<file path="src/rtl/id_ex_pipe_reg_if.sv">
// ID/EX boundary bundle: ID-side fields and controls in, EX-side registered fields
// and upstream write enables out. master = ID/controller side, slave = the pipe register.
interface id_ex_pipe_reg_if #(
  parameter int DATA_W = 32,
  parameter int REG_W  = 5
);
  logic              stall;
  logic              flush;
  logic              id_valid;
  logic [3:0]        id_ex;
  logic [2:0]        id_m;
  logic [1:0]        id_wb;
  logic [DATA_W-1:0] id_pc4;
  logic [DATA_W-1:0] id_rd1;
  logic [DATA_W-1:0] id_rd2;
  logic [DATA_W-1:0] id_imm;
  logic [REG_W-1:0]  id_rs;
  logic [REG_W-1:0]  id_rt;
  logic [REG_W-1:0]  id_rd;
  logic              ex_valid;
  logic [3:0]        ex_ex;
  logic [2:0]        ex_m;
  logic [1:0]        ex_wb;
  logic [DATA_W-1:0] ex_pc4;
  logic [DATA_W-1:0] ex_rd1;
  logic [DATA_W-1:0] ex_rd2;
  logic [DATA_W-1:0] ex_imm;
  logic [REG_W-1:0]  ex_rs;
  logic [REG_W-1:0]  ex_rt;
  logic [REG_W-1:0]  ex_rd;
  logic              load_use;
  logic              pc_write;
  logic              if_id_write;

  modport master (
    output stall, flush, id_valid, id_ex, id_m, id_wb,
           id_pc4, id_rd1, id_rd2, id_imm, id_rs, id_rt, id_rd,
    input  ex_valid, ex_ex, ex_m, ex_wb, ex_pc4, ex_rd1, ex_rd2, ex_imm,
           ex_rs, ex_rt, ex_rd, load_use, pc_write, if_id_write
  );

  modport slave (
    input  stall, flush, id_valid, id_ex, id_m, id_wb,
           id_pc4, id_rd1, id_rd2, id_imm, id_rs, id_rt, id_rd,
    output ex_valid, ex_ex, ex_m, ex_wb, ex_pc4, ex_rd1, ex_rd2, ex_imm,
           ex_rs, ex_rt, ex_rd, load_use, pc_write, if_id_write
  );
endinterface

</file>
<file path="src/rtl/id_ex_pipe_reg.sv">
// ID/EX pipeline register with load-use hazard detection, hold and branch flush.
// Defining ID_EX_PERF_CNT_EN adds the bubble_cnt / flush_cnt performance counters.
module id_ex_pipe_reg #(
  parameter int DATA_W = 32,
  parameter int REG_W  = 5
) (
  input logic             clk,
  input logic             rst,
  id_ex_pipe_reg_if.slave bus
`ifdef ID_EX_PERF_CNT_EN
  ,
  output logic [31:0]     bubble_cnt,
  output logic [31:0]     flush_cnt
`endif
);
  logic              id_uses_rt_s;
  logic              rt_hit_s;
  logic              load_use_s;
  logic              upstream_we_s;
  logic              ctl_clear_s;
  logic              ex_valid_r;
  logic [3:0]        ex_ex_r;
  logic [2:0]        ex_m_r;
  logic [1:0]        ex_wb_r;
  logic [DATA_W-1:0] ex_pc4_r;
  logic [DATA_W-1:0] ex_rd1_r;
  logic [DATA_W-1:0] ex_rd2_r;
  logic [DATA_W-1:0] ex_imm_r;
  logic [REG_W-1:0]  ex_rs_r;
  logic [REG_W-1:0]  ex_rt_r;
  logic [REG_W-1:0]  ex_rd_r;

  // Load-use detection and upstream write enables; a load into $0 never stalls
  always_comb begin
    id_uses_rt_s = bus.id_ex[3] | bus.id_m[0] | bus.id_m[2];
    rt_hit_s     = (ex_rt_r == bus.id_rs) | (id_uses_rt_s & (ex_rt_r == bus.id_rt));
    load_use_s   = ex_valid_r & ex_m_r[1] & bus.id_valid
                   & (ex_rt_r != {REG_W{1'b0}}) & rt_hit_s;
    if (rst) begin
      upstream_we_s = 1'b1;
    end else begin
      upstream_we_s = ~(load_use_s | bus.stall);
    end
    ctl_clear_s = bus.flush | (~bus.stall & load_use_s);
  end

  // Control bundle: flush beats stall, stall beats the load-use bubble
  always_ff @(posedge clk) begin
    if (rst || ctl_clear_s) begin
      ex_valid_r <= 1'b0;
      ex_ex_r    <= 4'b0000;
      ex_m_r     <= 3'b000;
      ex_wb_r    <= 2'b00;
    end else if (bus.stall) begin
      ex_valid_r <= ex_valid_r;
      ex_ex_r    <= ex_ex_r;
      ex_m_r     <= ex_m_r;
      ex_wb_r    <= ex_wb_r;
    end else begin
      ex_valid_r <= bus.id_valid;
      ex_ex_r    <= bus.id_valid ? bus.id_ex : 4'b0000;
      ex_m_r     <= bus.id_valid ? bus.id_m  : 3'b000;
      ex_wb_r    <= bus.id_valid ? bus.id_wb : 2'b00;
    end
  end

  // Data and specifier fields load on every non-held edge, bubbles included
  always_ff @(posedge clk) begin
    if (rst) begin
      ex_pc4_r <= {DATA_W{1'b0}};
      ex_rd1_r <= {DATA_W{1'b0}};
      ex_rd2_r <= {DATA_W{1'b0}};
      ex_imm_r <= {DATA_W{1'b0}};
      ex_rs_r  <= {REG_W{1'b0}};
      ex_rt_r  <= {REG_W{1'b0}};
      ex_rd_r  <= {REG_W{1'b0}};
    end else if (bus.flush || !bus.stall) begin
      ex_pc4_r <= bus.id_pc4;
      ex_rd1_r <= bus.id_rd1;
      ex_rd2_r <= bus.id_rd2;
      ex_imm_r <= bus.id_imm;
      ex_rs_r  <= bus.id_rs;
      ex_rt_r  <= bus.id_rt;
      ex_rd_r  <= bus.id_rd;
    end else begin
      ex_pc4_r <= ex_pc4_r;
      ex_rd1_r <= ex_rd1_r;
      ex_rd2_r <= ex_rd2_r;
      ex_imm_r <= ex_imm_r;
      ex_rs_r  <= ex_rs_r;
      ex_rt_r  <= ex_rt_r;
      ex_rd_r  <= ex_rd_r;
    end
  end

  assign bus.ex_valid    = ex_valid_r;
  assign bus.ex_ex       = ex_ex_r;
  assign bus.ex_m        = ex_m_r;
  assign bus.ex_wb       = ex_wb_r;
  assign bus.ex_pc4      = ex_pc4_r;
  assign bus.ex_rd1      = ex_rd1_r;
  assign bus.ex_rd2      = ex_rd2_r;
  assign bus.ex_imm      = ex_imm_r;
  assign bus.ex_rs       = ex_rs_r;
  assign bus.ex_rt       = ex_rt_r;
  assign bus.ex_rd       = ex_rd_r;
  assign bus.load_use    = load_use_s;
  assign bus.pc_write    = upstream_we_s;
  assign bus.if_id_write = upstream_we_s;

`ifdef ID_EX_PERF_CNT_EN
  logic        bubble_taken_s;
  logic [31:0] bubble_cnt_r;
  logic [31:0] flush_cnt_r;

  assign bubble_taken_s = ~bus.flush & ~bus.stall & load_use_s;

  // Event counters; a held stall edge is neither a bubble nor a flush
  always_ff @(posedge clk) begin
    if (rst) begin
      bubble_cnt_r <= 32'd0;
      flush_cnt_r  <= 32'd0;
    end else begin
      bubble_cnt_r <= bubble_cnt_r + {31'd0, bubble_taken_s};
      flush_cnt_r  <= flush_cnt_r + {31'd0, bus.flush};
    end
  end

  assign bubble_cnt = bubble_cnt_r;
  assign flush_cnt  = flush_cnt_r;
`endif
endmodule

</file>
<file path="src/flat_wrapper.sv">
// flat-port wrapper written by rule: the top's interface ports become plain ports
module id_ex_pipe_reg_flat 
#(
  parameter int DATA_W = 32,
  parameter int REG_W  = 5
)
  (clk, rst, bus_stall, bus_flush, bus_id_valid, bus_id_ex, bus_id_m, bus_id_wb, bus_id_pc4, bus_id_rd1, bus_id_rd2, bus_id_imm, bus_id_rs, bus_id_rt, bus_id_rd, bus_ex_valid, bus_ex_ex, bus_ex_m, bus_ex_wb, bus_ex_pc4, bus_ex_rd1, bus_ex_rd2, bus_ex_imm, bus_ex_rs, bus_ex_rt, bus_ex_rd, bus_load_use, bus_pc_write, bus_if_id_write);
  id_ex_pipe_reg_if #(.DATA_W(DATA_W), .REG_W(REG_W)) bus_i ();
  input logic clk;
  input logic rst;
  input wire logic [$bits(bus_i.stall)-1:0] bus_stall;
  input wire logic [$bits(bus_i.flush)-1:0] bus_flush;
  input wire logic [$bits(bus_i.id_valid)-1:0] bus_id_valid;
  input wire logic [$bits(bus_i.id_ex)-1:0] bus_id_ex;
  input wire logic [$bits(bus_i.id_m)-1:0] bus_id_m;
  input wire logic [$bits(bus_i.id_wb)-1:0] bus_id_wb;
  input wire logic [$bits(bus_i.id_pc4)-1:0] bus_id_pc4;
  input wire logic [$bits(bus_i.id_rd1)-1:0] bus_id_rd1;
  input wire logic [$bits(bus_i.id_rd2)-1:0] bus_id_rd2;
  input wire logic [$bits(bus_i.id_imm)-1:0] bus_id_imm;
  input wire logic [$bits(bus_i.id_rs)-1:0] bus_id_rs;
  input wire logic [$bits(bus_i.id_rt)-1:0] bus_id_rt;
  input wire logic [$bits(bus_i.id_rd)-1:0] bus_id_rd;
  output wire logic [$bits(bus_i.ex_valid)-1:0] bus_ex_valid;
  output wire logic [$bits(bus_i.ex_ex)-1:0] bus_ex_ex;
  output wire logic [$bits(bus_i.ex_m)-1:0] bus_ex_m;
  output wire logic [$bits(bus_i.ex_wb)-1:0] bus_ex_wb;
  output wire logic [$bits(bus_i.ex_pc4)-1:0] bus_ex_pc4;
  output wire logic [$bits(bus_i.ex_rd1)-1:0] bus_ex_rd1;
  output wire logic [$bits(bus_i.ex_rd2)-1:0] bus_ex_rd2;
  output wire logic [$bits(bus_i.ex_imm)-1:0] bus_ex_imm;
  output wire logic [$bits(bus_i.ex_rs)-1:0] bus_ex_rs;
  output wire logic [$bits(bus_i.ex_rt)-1:0] bus_ex_rt;
  output wire logic [$bits(bus_i.ex_rd)-1:0] bus_ex_rd;
  output wire logic [$bits(bus_i.load_use)-1:0] bus_load_use;
  output wire logic [$bits(bus_i.pc_write)-1:0] bus_pc_write;
  output wire logic [$bits(bus_i.if_id_write)-1:0] bus_if_id_write;
  assign bus_i.stall = bus_stall;
  assign bus_i.flush = bus_flush;
  assign bus_i.id_valid = bus_id_valid;
  assign bus_i.id_ex = bus_id_ex;
  assign bus_i.id_m = bus_id_m;
  assign bus_i.id_wb = bus_id_wb;
  assign bus_i.id_pc4 = bus_id_pc4;
  assign bus_i.id_rd1 = bus_id_rd1;
  assign bus_i.id_rd2 = bus_id_rd2;
  assign bus_i.id_imm = bus_id_imm;
  assign bus_i.id_rs = bus_id_rs;
  assign bus_i.id_rt = bus_id_rt;
  assign bus_i.id_rd = bus_id_rd;
  assign bus_ex_valid = bus_i.ex_valid;
  assign bus_ex_ex = bus_i.ex_ex;
  assign bus_ex_m = bus_i.ex_m;
  assign bus_ex_wb = bus_i.ex_wb;
  assign bus_ex_pc4 = bus_i.ex_pc4;
  assign bus_ex_rd1 = bus_i.ex_rd1;
  assign bus_ex_rd2 = bus_i.ex_rd2;
  assign bus_ex_imm = bus_i.ex_imm;
  assign bus_ex_rs = bus_i.ex_rs;
  assign bus_ex_rt = bus_i.ex_rt;
  assign bus_ex_rd = bus_i.ex_rd;
  assign bus_load_use = bus_i.load_use;
  assign bus_pc_write = bus_i.pc_write;
  assign bus_if_id_write = bus_i.if_id_write;
  id_ex_pipe_reg #(.DATA_W(DATA_W), .REG_W(REG_W)) u_core (.clk(clk), .rst(rst), .bus(bus_i));
endmodule
</file>
<file path="config.mk">
export PLATFORM = sky130hd
export DESIGN_NAME = id_ex_pipe_reg_flat
export DESIGN_NICKNAME = d
export VERILOG_FILES = /design/src/rtl/id_ex_pipe_reg_if.sv /design/src/rtl/id_ex_pipe_reg.sv /design/src/flat_wrapper.sv
export SDC_FILE = /design/constraint.sdc
export NUM_CORES = 1
export LEC_CHECK = 0
export CAP_MARGIN = 40
export CORE_MARGIN = 4
export CORE_UTILIZATION = 41
export CTS_CLUSTER_SIZE = 8
export DETAILED_ROUTE_END_ITERATION = 16
export PLACE_DENSITY = 0.86
export SKIP_CTS_REPAIR_TIMING = 1
export SLEW_MARGIN = 20
export SYNTH_ARGS = -nofsm -noshare
export SYNTH_HDL_FRONTEND = slang
export SYNTH_SLANG_ARGS = --single-unit
</file>
<file path="constraint.sdc">
create_clock -name clk -period 6.2 [get_ports clk]
set_clock_uncertainty 0.15 [all_clocks]
set_input_delay 1.86 -clock clk [delete_from_list [all_inputs] [get_ports clk]]
set_output_delay 1.86 -clock clk [all_outputs]
set_load 0.01 [all_outputs]
</file>
==> results of run 1 <==
## synthesized netlist by cell type (all sizes together)
library cell    n  area share
o2111ai         1      0.0028
dfxtp         153        0.56
nor2            2      0.0028
nand2         296        0.20
a32oi           9       0.014
nand4           1      0.0011
o21ai          10      0.0092
nor2b           3      0.0034
a21oi         144        0.13
nand3           1     0.00092
or4             1      0.0014
o22ai           1      0.0011
o31ai           1      0.0014
nand2b          1      0.0011
xnor2          10       0.016
a22oi           1      0.0014
buf            25       0.022
clkbuf         28       0.019
inv             1     0.00069
nor4b           1      0.0016
## stage by stage
step	cells	power (mW)	setup slack [ps]	utilization	hold slack, ps
floorplan	690	1.23	1340	-	326
global placement	1129	1.48	389	0.675	287
detailed placement	1129	1.49	385	0.675	292
CTS	1161	2.66	367	0.727	300
global route	1163	2.75	251	0.729	317
finish	1163	2.64	375	0.729	298
## per-layer routing
metal	GRT usage	routed length, um	vias up
met5	0	0	-
met4	0.138	903	0
met3	0.126	2080	56
met2	0.409	9210	242
met1	0.234	6610	2545
li1	-	-	2816
## flip-flops by register name (all words and copies together) (netlist names), 2 cells and up
register,flops
u_core.bus.ex_rs,5
u_core.bus.ex_wb,2
u_core.bus.ex_imm,32
u_core.bus.ex_rd1,32
u_core.bus.ex_pc4,32
u_core.bus.ex_ex,4
u_core.bus.ex_m,3
u_core.bus.ex_rd,5
u_core.bus.ex_rt,5
u_core.bus.ex_rd2,32
## power by group through the flow
stage               Combinational, mW  Sequential (mW)  Clock (mW)
global placement                0.389             1.09           0
CTS                             0.397             1.08        1.19
detailed placement              0.393             1.10           0
global route                    0.427             1.08        1.24
floorplan                       0.110             1.12           0
finish                          0.395             1.08        1.17
## how the worst max path moves through the flow
stage | start | to | slack [ps] | cells after the start
floorplan | bus_id_rt[0] | bus_pc_write | 1340 | 6
global placement | bus_id_rt[0] | bus_load_use | 390 | 7
detailed placement | bus_id_rt[4] | bus_load_use | 380 | 7
CTS | bus_id_rt[0] | bus_load_use | 370 | 7
global route | bus_id_rs[3] | bus_load_use | 250 | 7
finish | bus_id_rt[4] | bus_load_use | 370 | 7
## logic make-up (layout without fill, tap and decap cells)
kind of cell	Yosys count	after routing	share of synthesized area
compound gates	167	167	0.163
buf+inv	54	354	0.0420
simple gates	306	306	0.216
flops	153	153	0.562
xor+xnor	10	10	0.0161
other cells	0	1	0
## worst max-delay path, cell delays in order
cell and delay [ps]:
clkdlybuf4s50_1 490, xnor2_1 120, o31ai_1 100, o22ai_1 320, buf_4 220, nor2b_1 140
clkdlybuf4s50_1 560
## cell type report
class | instances | area (um2) | area share
Sequential cell | 153 | 3060 | 0.327
Tap cell | 172 | 215 | 0.0230
Antenna cell | 1 | 2.50 | 0.000267
Multi-Input combinational cell | 483 | 2180 | 0.233
Inverter | 1 | 3.75 | 0.000401
Clock inverter | 14 | 244 | 0.0261
Clock buffer | 18 | 429 | 0.0459
Timing Repair Buffer | 321 | 3220 | 0.344
==> summary.md, run 1 <==
| Metric | Value |
|---|---|
| Final Instance Area | ~9400 um2 |
| First-pass GRT wire length | around 28000 um |
| CP Data Required Time | around 4200 ps |
| Worst reg2reg endpoint | u_core.bus.ex_m[1] |
| Vias in the first global route | 5534 |
| RSZ-0062 raised after global routing | false |
| PortBufs | ~310 |
| Reg2Reg Depth | 4 |
| PwrDens | 282 nW/um2 |
| Worst r2r src | u_core.bus.ex_rt[1] |
| Sw Ratio | 0.231 |
| # setup viols final | 0 |
| Worst hold path type | reg -> reg |
| DRT Wirelength | around 19000 um |
| Max Cap Violations | 0 |
| Number of synthesis warnings | 0 |
| Max Buffers Root-to-Sink | 2 |
| Total CTS buffers | 17 |
| Clock tree root buffer cell | clkbuf_16 |
| DR pass1 iterations | 5 |
| Maximum clock rate | between 0.15 and 0.2 GHz |
| Kind of critical path | in -> out |
| Die Y | between 100 and 150 um |
| Commonest non-fill, non-tap cells in the layout | clkdlybuf4s50_1 (311), nand2_1 (296), dfxtp_1 (153) |
| Initial antenna violation count | 1 |
| Via/cell ratio | roughly 4.9 |
| Htree depth | 4 |
| Post-Route Setup TNS | 0 ps |
| Detail Route Antenna Nets | 0 |
| Syn_nets | between 800 and 900 |
| Hpwl dp | about 13000 um |
| Status | complete, no violations |
| Clk Latency, worst-skew pair | around 420 ps |
| Routed wire per std cell | 16.2 um |
| P_leak | ~3.7 nW |
| Final nets | between 1000 and 1500 |
| Crit start category | input port |
| Hold_sp | u_core.bus.ex_rd2[3] |
| Period utilization | 0.940 |
| Syn_area_per_cell | a little under 8 um2 |
| Worst R2R Setup Slack | 4260 ps |
| Tot GR Track Use | 0.241 |
| Maximum vdd drop | 0.000202 V |
| Yosys reg bits | around 150 |
| Internal power | roughly 2.0 mW |
| I/O pin count | between 300 and 400 |
| CTS tree | yes |
| Vias | 5659 |
| Clock Power Share | 0.443 |
| Fin crit period | 5830 ps |
| Core area | between 10000 and 15000 um2 |
| Layout Area Growth over Synthesis | 71.7% |
| Post-synthesis cell count | 690 |
| Initial Utilization | 0.425 |
| Final Wtd Congestion | 0.883 |
| Layout cells sized above 1 | 0.0475 |
| Tightest Pin Transition | roughly 810 ps |
| Remaining Overflow, GRT | 0 |
| Sequential fraction of the synthesis area | 0.562 |
| Netlist cell types | 25 |
| Starting DRC count in detailed routing | about 320 |
| Hold Path Cell Cnt | 2 |
| Clk sink count | around 150 |
| Final hold vios | 0 |
| Slew Viols, Final | 0 |
| Slew margin rel. | 0.458 |
| Placed Area | ~8700 um2 |
| Mapped Area | between 5000 and 6000 um2 |
| Hold Path End | u_core.bus.ex_rd2[3] |
| Largest net degree at the start of global routing | 88 |
| Worst-path clk slew | approximately 60 ps |
| Largest fanout on the critical path | 8 |
| Site row count | between 40 and 50 |
| Reg power frac | 0.407 |
| Die area | ~15000 um2 |
| Fillcell total | 973 |
| Switching Power | about 0.61 mW |
| Arr. time, crit path | between 3000 and 4000 ps |
| Most common cell after layout, fill and taps aside | clkdlybuf4s50_1 |
| Worst setup EP type | output pin |
| DR DRC count | 0 |
| Comb pwr share | 0.150 |
| Die width | between 100 and 150 um |
No activity file was read; power rests on OpenSTA's default activity.
==> run 2, diff against run 1 <==
--- a/config.mk
+++ b/config.mk
@@ -6,11 +6,11 @@
 export NUM_CORES = 1
 export LEC_CHECK = 0
 export CAP_MARGIN = 40
-export CORE_MARGIN = 4
-export CORE_UTILIZATION = 41
+export CORE_AREA = 2 2 122 124
 export CTS_CLUSTER_SIZE = 8
 export DETAILED_ROUTE_END_ITERATION = 16
-export PLACE_DENSITY = 0.86
+export DIE_AREA = 0 0 124 126
+export PLACE_DENSITY = 0.8
 export SKIP_CTS_REPAIR_TIMING = 1
 export SLEW_MARGIN = 20
 export SYNTH_ARGS = -nofsm -noshare
==> summary.md, run 2 (synthesized netlist as in run 1, its figures left out) <==
| Metric | Value |
|---|---|
| Status | complete, no violations |
| Max Buffers Root-to-Sink | 2 |
| Clk Latency, worst-skew pair | ~410 ps |
| Hpwl dp | roughly 12000 um |
| Clock tree root buffer cell | clkbuf_16 |
| I/O pin count | 313 |
| Max Cap Violations | 0 |
| Period utilization | 0.918 |
| Commonest non-fill, non-tap cells in the layout | clkdlybuf4s50_1 (311), nand2_1 (296), dfxtp_1 (153) |
| Via/cell ratio | between 4 and 5 |
| RSZ-0062 raised after global routing | false |
| DR DRC count | 0 |
| Worst hold path type | reg -> reg |
| Worst path cell trace | clkdlybuf4s50_1, xnor2_1, o31ai_1, o22ai_1, nor2b_1, clkdlybuf4s50_1 |
| Htree depth | 4 |
| Crit start category | input port |
| Arr. time, crit path | between 3000 and 4000 ps |
| Fin cells | roughly 1200 |
| Die width | 124 um |
| Vias | ~5600 |
| Largest fanout on the critical path | 4 |
| Tot Pwr | between 2 and 3 mW |
| Layout Area Growth over Synthesis | 71.2% |
| Vias in the first global route | 5441 |
| Die area | roughly 16000 um2 |
| Post-Route Setup TNS | 0 ps |
| Tot GR Track Use | 0.224 |
| Fin util | 0.652 |
| CTS tree | yes |
| Final Wtd Congestion | between 0.8 and 0.9 |
| Slew Viols, Final | 0 |
| DR pass1 iterations | 4 |
| Initial Utilization | 0.381 |
| PwrDens | between 200 and 300 nW/um2 |
| Largest net degree at the start of global routing | 74 |
| Initial antenna violation count | 0 |
| Starting DRC count in detailed routing | roughly 310 |
| Final hold vios | 0 |
| Core area | about 14000 um2 |
| Tightest Pin Transition | about 690 ps |
| Die Y | ~130 um |
| Maximum vdd drop | roughly 0.00016 V |
| Total CTS buffers | 17 |
| CP Data Required Time | between 4000 and 5000 ps |
| Slew margin rel. | 0.537 |
| Area of the multi-input gates | 2180 um2 |
| Fin crit period | between 5000 and 6000 ps |
| # diodes | 0 |
| Layout cells sized above 1 | 0.0474 |
| DRT Wirelength | between 15000 and 20000 um |
| FF/Latch Area | 3060 um2 |
| Crit-path most repeated cell | clkdlybuf4s50_1 |
| PortBufs | about 310 |
| Crit-path max cell delay | about 560 ps |
| Dpl cells | 1143 |
| Worst-path clk slew | about 50 ps |
| P_leak | 3.63 nW |
| Maximum clock rate | about 0.18 GHz |
| Slowest stage cell on the critical path | clkdlybuf4s50_1 |
| Clk sink count | ~150 |
| Kind of critical path | in -> out |
| Worst setup EP type | output pin |
| Fillcell total | 1202 |
| Remaining Overflow, GRT | 0 |
| First-pass GRT wire length | approximately 27000 um |
| Most common cell after layout, fill and taps aside | clkdlybuf4s50_1 |
| Routed wire per std cell | around 15 um |
| Site row count | 44 |
| Detail Route Antenna Nets | 0 |
| Final nets | approximately 1100 |
| # setup viols final | 0 |
==> run 2: cell types whose count changed in the layout (fill, tap and decap cells not counted), sizes merged <==
cell,change
buf,+1
bufinv,-3
clkbuf,+3
clkinvlp,+1
diode,-1
inv,-1
==> run 2: layout make-up <==
class,count,area share
Timing Repair Buffer,322,0.348
Sequential cell,153,0.328
Multi-Input combinational cell,483,0.233
Clock buffer,21,0.0494
Tap cell,184,0.0247
Clock inverter,11,0.0156
Inverter,1,0.000402
==> run 2: worst paths after layout <==
kind	from	endpoint	slack [ps]	depth (start not counted)
worst max-delay path	bus_id_rt[4]	bus_load_use	510	6
worst min-delay path	u_core.bus.ex_imm[30]	u_core.bus.ex_imm[30]	300	2
worst max register to register	u_core.bus.ex_rt[1]	u_core.bus.ex_wb[1]	4230	4
worst min register to register	u_core.bus.ex_imm[30]	u_core.bus.ex_imm[30]	300	2
==> run 2: where the power goes <==
group | switching [mW] | leakage (nW) | internal, mW
clock | 0.408 | 0.289 | 0.654
combinational | 0.163 | 2.07 | 0.231
sequential | 0.0321 | 1.27 | 1.04
total | 0.603 | 3.63 | 1.93
==> run 2: layer usage <==
layer	global-route usage	part of all wire
met5	0	0
met2	0.379	0.48
met3	0.112	0.12
met4	0.0872	0.023
met1	0.235	0.37
==> run 2: metrics by stage <==
stage               hold slack (ps)  cell area, um2  worst slack (ps)
floorplan                       326            5450              1340
global placement                287            8670               560
detailed placement              293            8720               512
CTS                             300            9330               514
global route                    314            9330               389
finish                          297            9330               507
==> run 2: worst max-delay path: cells and delay by family <==
family,cells,cell delay [ps]
buffers and inverters,2,1060
AO/OA/AOI/OAI,2,450
AND/OR/NAND/NOR,1,170
XOR/XNOR,1,140
==> run 3, diff against run 2 <==
--- a/config.mk
+++ b/config.mk
@@ -5,12 +5,13 @@
 export SDC_FILE = /design/constraint.sdc
 export NUM_CORES = 1
 export LEC_CHECK = 0
-export CAP_MARGIN = 40
-export CORE_AREA = 2 2 122 124
+export CAP_MARGIN = 30
+export CORE_AREA = 2 2 121 123
+export CTS_BUF_LIST = sky130_fd_sc_hd__clkbuf_2
 export CTS_CLUSTER_SIZE = 8
 export DETAILED_ROUTE_END_ITERATION = 16
-export DIE_AREA = 0 0 124 126
-export PLACE_DENSITY = 0.8
+export DIE_AREA = 0 0 123 125
+export PLACE_DENSITY = 0.82
 export SKIP_CTS_REPAIR_TIMING = 1
 export SLEW_MARGIN = 20
 export SYNTH_ARGS = -nofsm -noshare
==> summary.md, run 3 (synthesized netlist as in run 1, its figures left out) <==
| Metric | Value |
|---|---|
| Status | complete, no violations |
| Layout Area Growth over Synthesis | 63.7% |
| Post-Route Setup TNS | 0 ps |
| Worst setup EP type | output pin |
| Maximum clock rate | roughly 0.17 GHz |
| Period utilization | 0.936 |
| Htree depth | 4 |
| Tightest Pin Transition | 931 ps |
| # diodes | 0 |
| Largest net degree at the start of global routing | 84 |
| CP Data Required Time | between 4000 and 5000 ps |
| DR DRC count | 0 |
| Clk sink count | around 150 |
| Hpwl dp | between 10000 and 15000 um |
| CTS tree | yes |
| Die width | between 100 and 150 um |
| Largest fanout on the critical path | 11 |
| Routed wire per std cell | about 15 um |
| Final nets | roughly 1100 |
| PwrDens | roughly 230 nW/um2 |
| Site row count | 44 |
| Initial antenna violation count | 0 |
| # setup viols final | 0 |
| Commonest non-fill, non-tap cells in the layout | clkdlybuf4s50_1 (311), nand2_1 (296), dfxtp_1 (153) |
| Tot Pwr | between 2 and 2.5 mW |
| Hold_sp | u_core.bus.ex_rd2[28] |
| Core area | around 14000 um2 |
| Worst path cell trace | clkdlybuf4s50_1, xnor2_1, o31ai_1, o22ai_1, buf_4, nor2b_1, clkdlybuf4s50_1 |
| Crit start category | input port |
| Max Cap Violations | 0 |
| Worst hold path type | reg -> reg |
| I/O pin count | ~310 |
| Critical path's top delay family | buffers and inverters |
| DRT Wirelength | 17500 um |
| Crit-path most repeated cell | clkdlybuf4s50_1 |
| Fin cells | 1174 |
| Worst-path clk slew | 190 ps |
| Tot GR Track Use | 0.224 |
| Vias | 5606 |
| Via/cell ratio | between 4 and 5 |
| Maximum vdd drop | about 0.00016 V |
| PortBufs | ~310 |
| Starting DRC count in detailed routing | roughly 250 |
| Worst r2r src | u_core.bus.ex_rt[1] |
| RSZ-0062 raised after global routing | false |
| Initial Utilization | 0.384 |
| Final setup margin | about 400 ps |
| Final hold vios | 0 |
| Crit-path max cell delay | about 550 ps |
| Remaining Overflow, GRT | 0 |
| Detail Route Antenna Nets | 0 |
| Buf+Inv Stages, Crit Path | 3 |
| Total CTS buffers | 17 |
| Max Buffers Root-to-Sink | 2 |
| Die Y | approximately 130 um |
| DR pass1 iterations | 4 |
| Arr. time, crit path | roughly 3800 ps |
| Final Instance Area | between 8000 and 9000 um2 |
| Vias in the first global route | approximately 5400 |
| Slowest stage cell on the critical path | clkdlybuf4s50_1 |
| Worst reg2reg endpoint | u_core.bus.ex_wb[1] |
| Hold Path End | u_core.bus.ex_rd2[28] |
| First-pass GRT wire length | roughly 27000 um |
| Placed Area | 8670 um2 |
| Clock tree root buffer cell | clkbuf_2 |
| Slew margin rel. | 0.379 |
| Fin crit period | 5800 ps |
| Slew Viols, Final | 0 |
| Worst R2R Setup Slack | between 4000 and 5000 ps |
| Hold Path Cell Cnt | 2 |
| Most common cell after layout, fill and taps aside | clkdlybuf4s50_1 |
| Setup WS pre-CTS | around 440 ps |
| Reg2Reg Depth | 5 |
| Clk Latency, worst-skew pair | roughly 700 ps |
| P_leak | between 3 and 4 nW |
| Die area | 15400 um2 |
| Final Wtd Congestion | ~0.85 |
| Layout cells sized above 1 | 0.0444 |
| Kind of critical path | in -> out |
| Worst path depth | 7 |
| Dpl cells | 1142 |
## run 3: layout make-up
class	instances	area [um2]
multi-input cells	483	2180
flip-flops and latches	153	3060
clock buffers	17	85.1
clock inverters	15	158
inverters	1	3.75
repair buffers	321	3200
fillers	1212	5290
well taps	184	230
## run 3: worst max-delay path by stage
stage,startpoint,endpoint,slack [ps]
2_1_floorplan,bus_id_rt[0],bus_pc_write,1340
3_3_place_gp,bus_id_rt[4],bus_load_use,430
3_5_place_dp,bus_id_rt[4],bus_load_use,440
4_1_cts,bus_id_rt[4],bus_load_use,420
5_1_grt,bus_id_rt[4],bus_load_use,300
6_report,bus_id_rt[4],bus_load_use,400
## run 3: per-layer routing
metal,routed length [um],vias to the layer above,GRT usage,share of wire
met5,0,-,0,0
met4,771,0,0.112,0.044
met3,1870,55,0.106,0.11
met2,8130,242,0.360,0.46
met1,6730,2492,0.246,0.38
li1,-,2817,-,-
## run 3: stage by stage
stage,hold WS (ps),utilization
2_1_floorplan,326,-
5_1_grt,326,0.628
4_1_cts,315,0.628
3_3_place_gp,287,0.611
6_report,310,0.628
3_5_place_dp,292,0.611
## run 3: report_power, final
| group | leakage (nW) | switching, mW | total [mW] | internal, mW |
|---|---|---|---|---|
| clock | 0.144 | 0.344 | 0.563 | 0.218 |
| sequential | 1.27 | 0.0318 | 1.08 | 1.05 |
| combinational | 2.05 | 0.163 | 0.392 | 0.228 |
| total | 3.47 | 0.540 | 2.03 | 1.49 |
## run 3: worst reg2reg max path, delay by kind of cell, from the launching register on
family / cells / cell delay, ps
simple gates: 1 / 570
buf+inv: 1 / 220
compound gates: 3 / 430
flops: 1 / 420
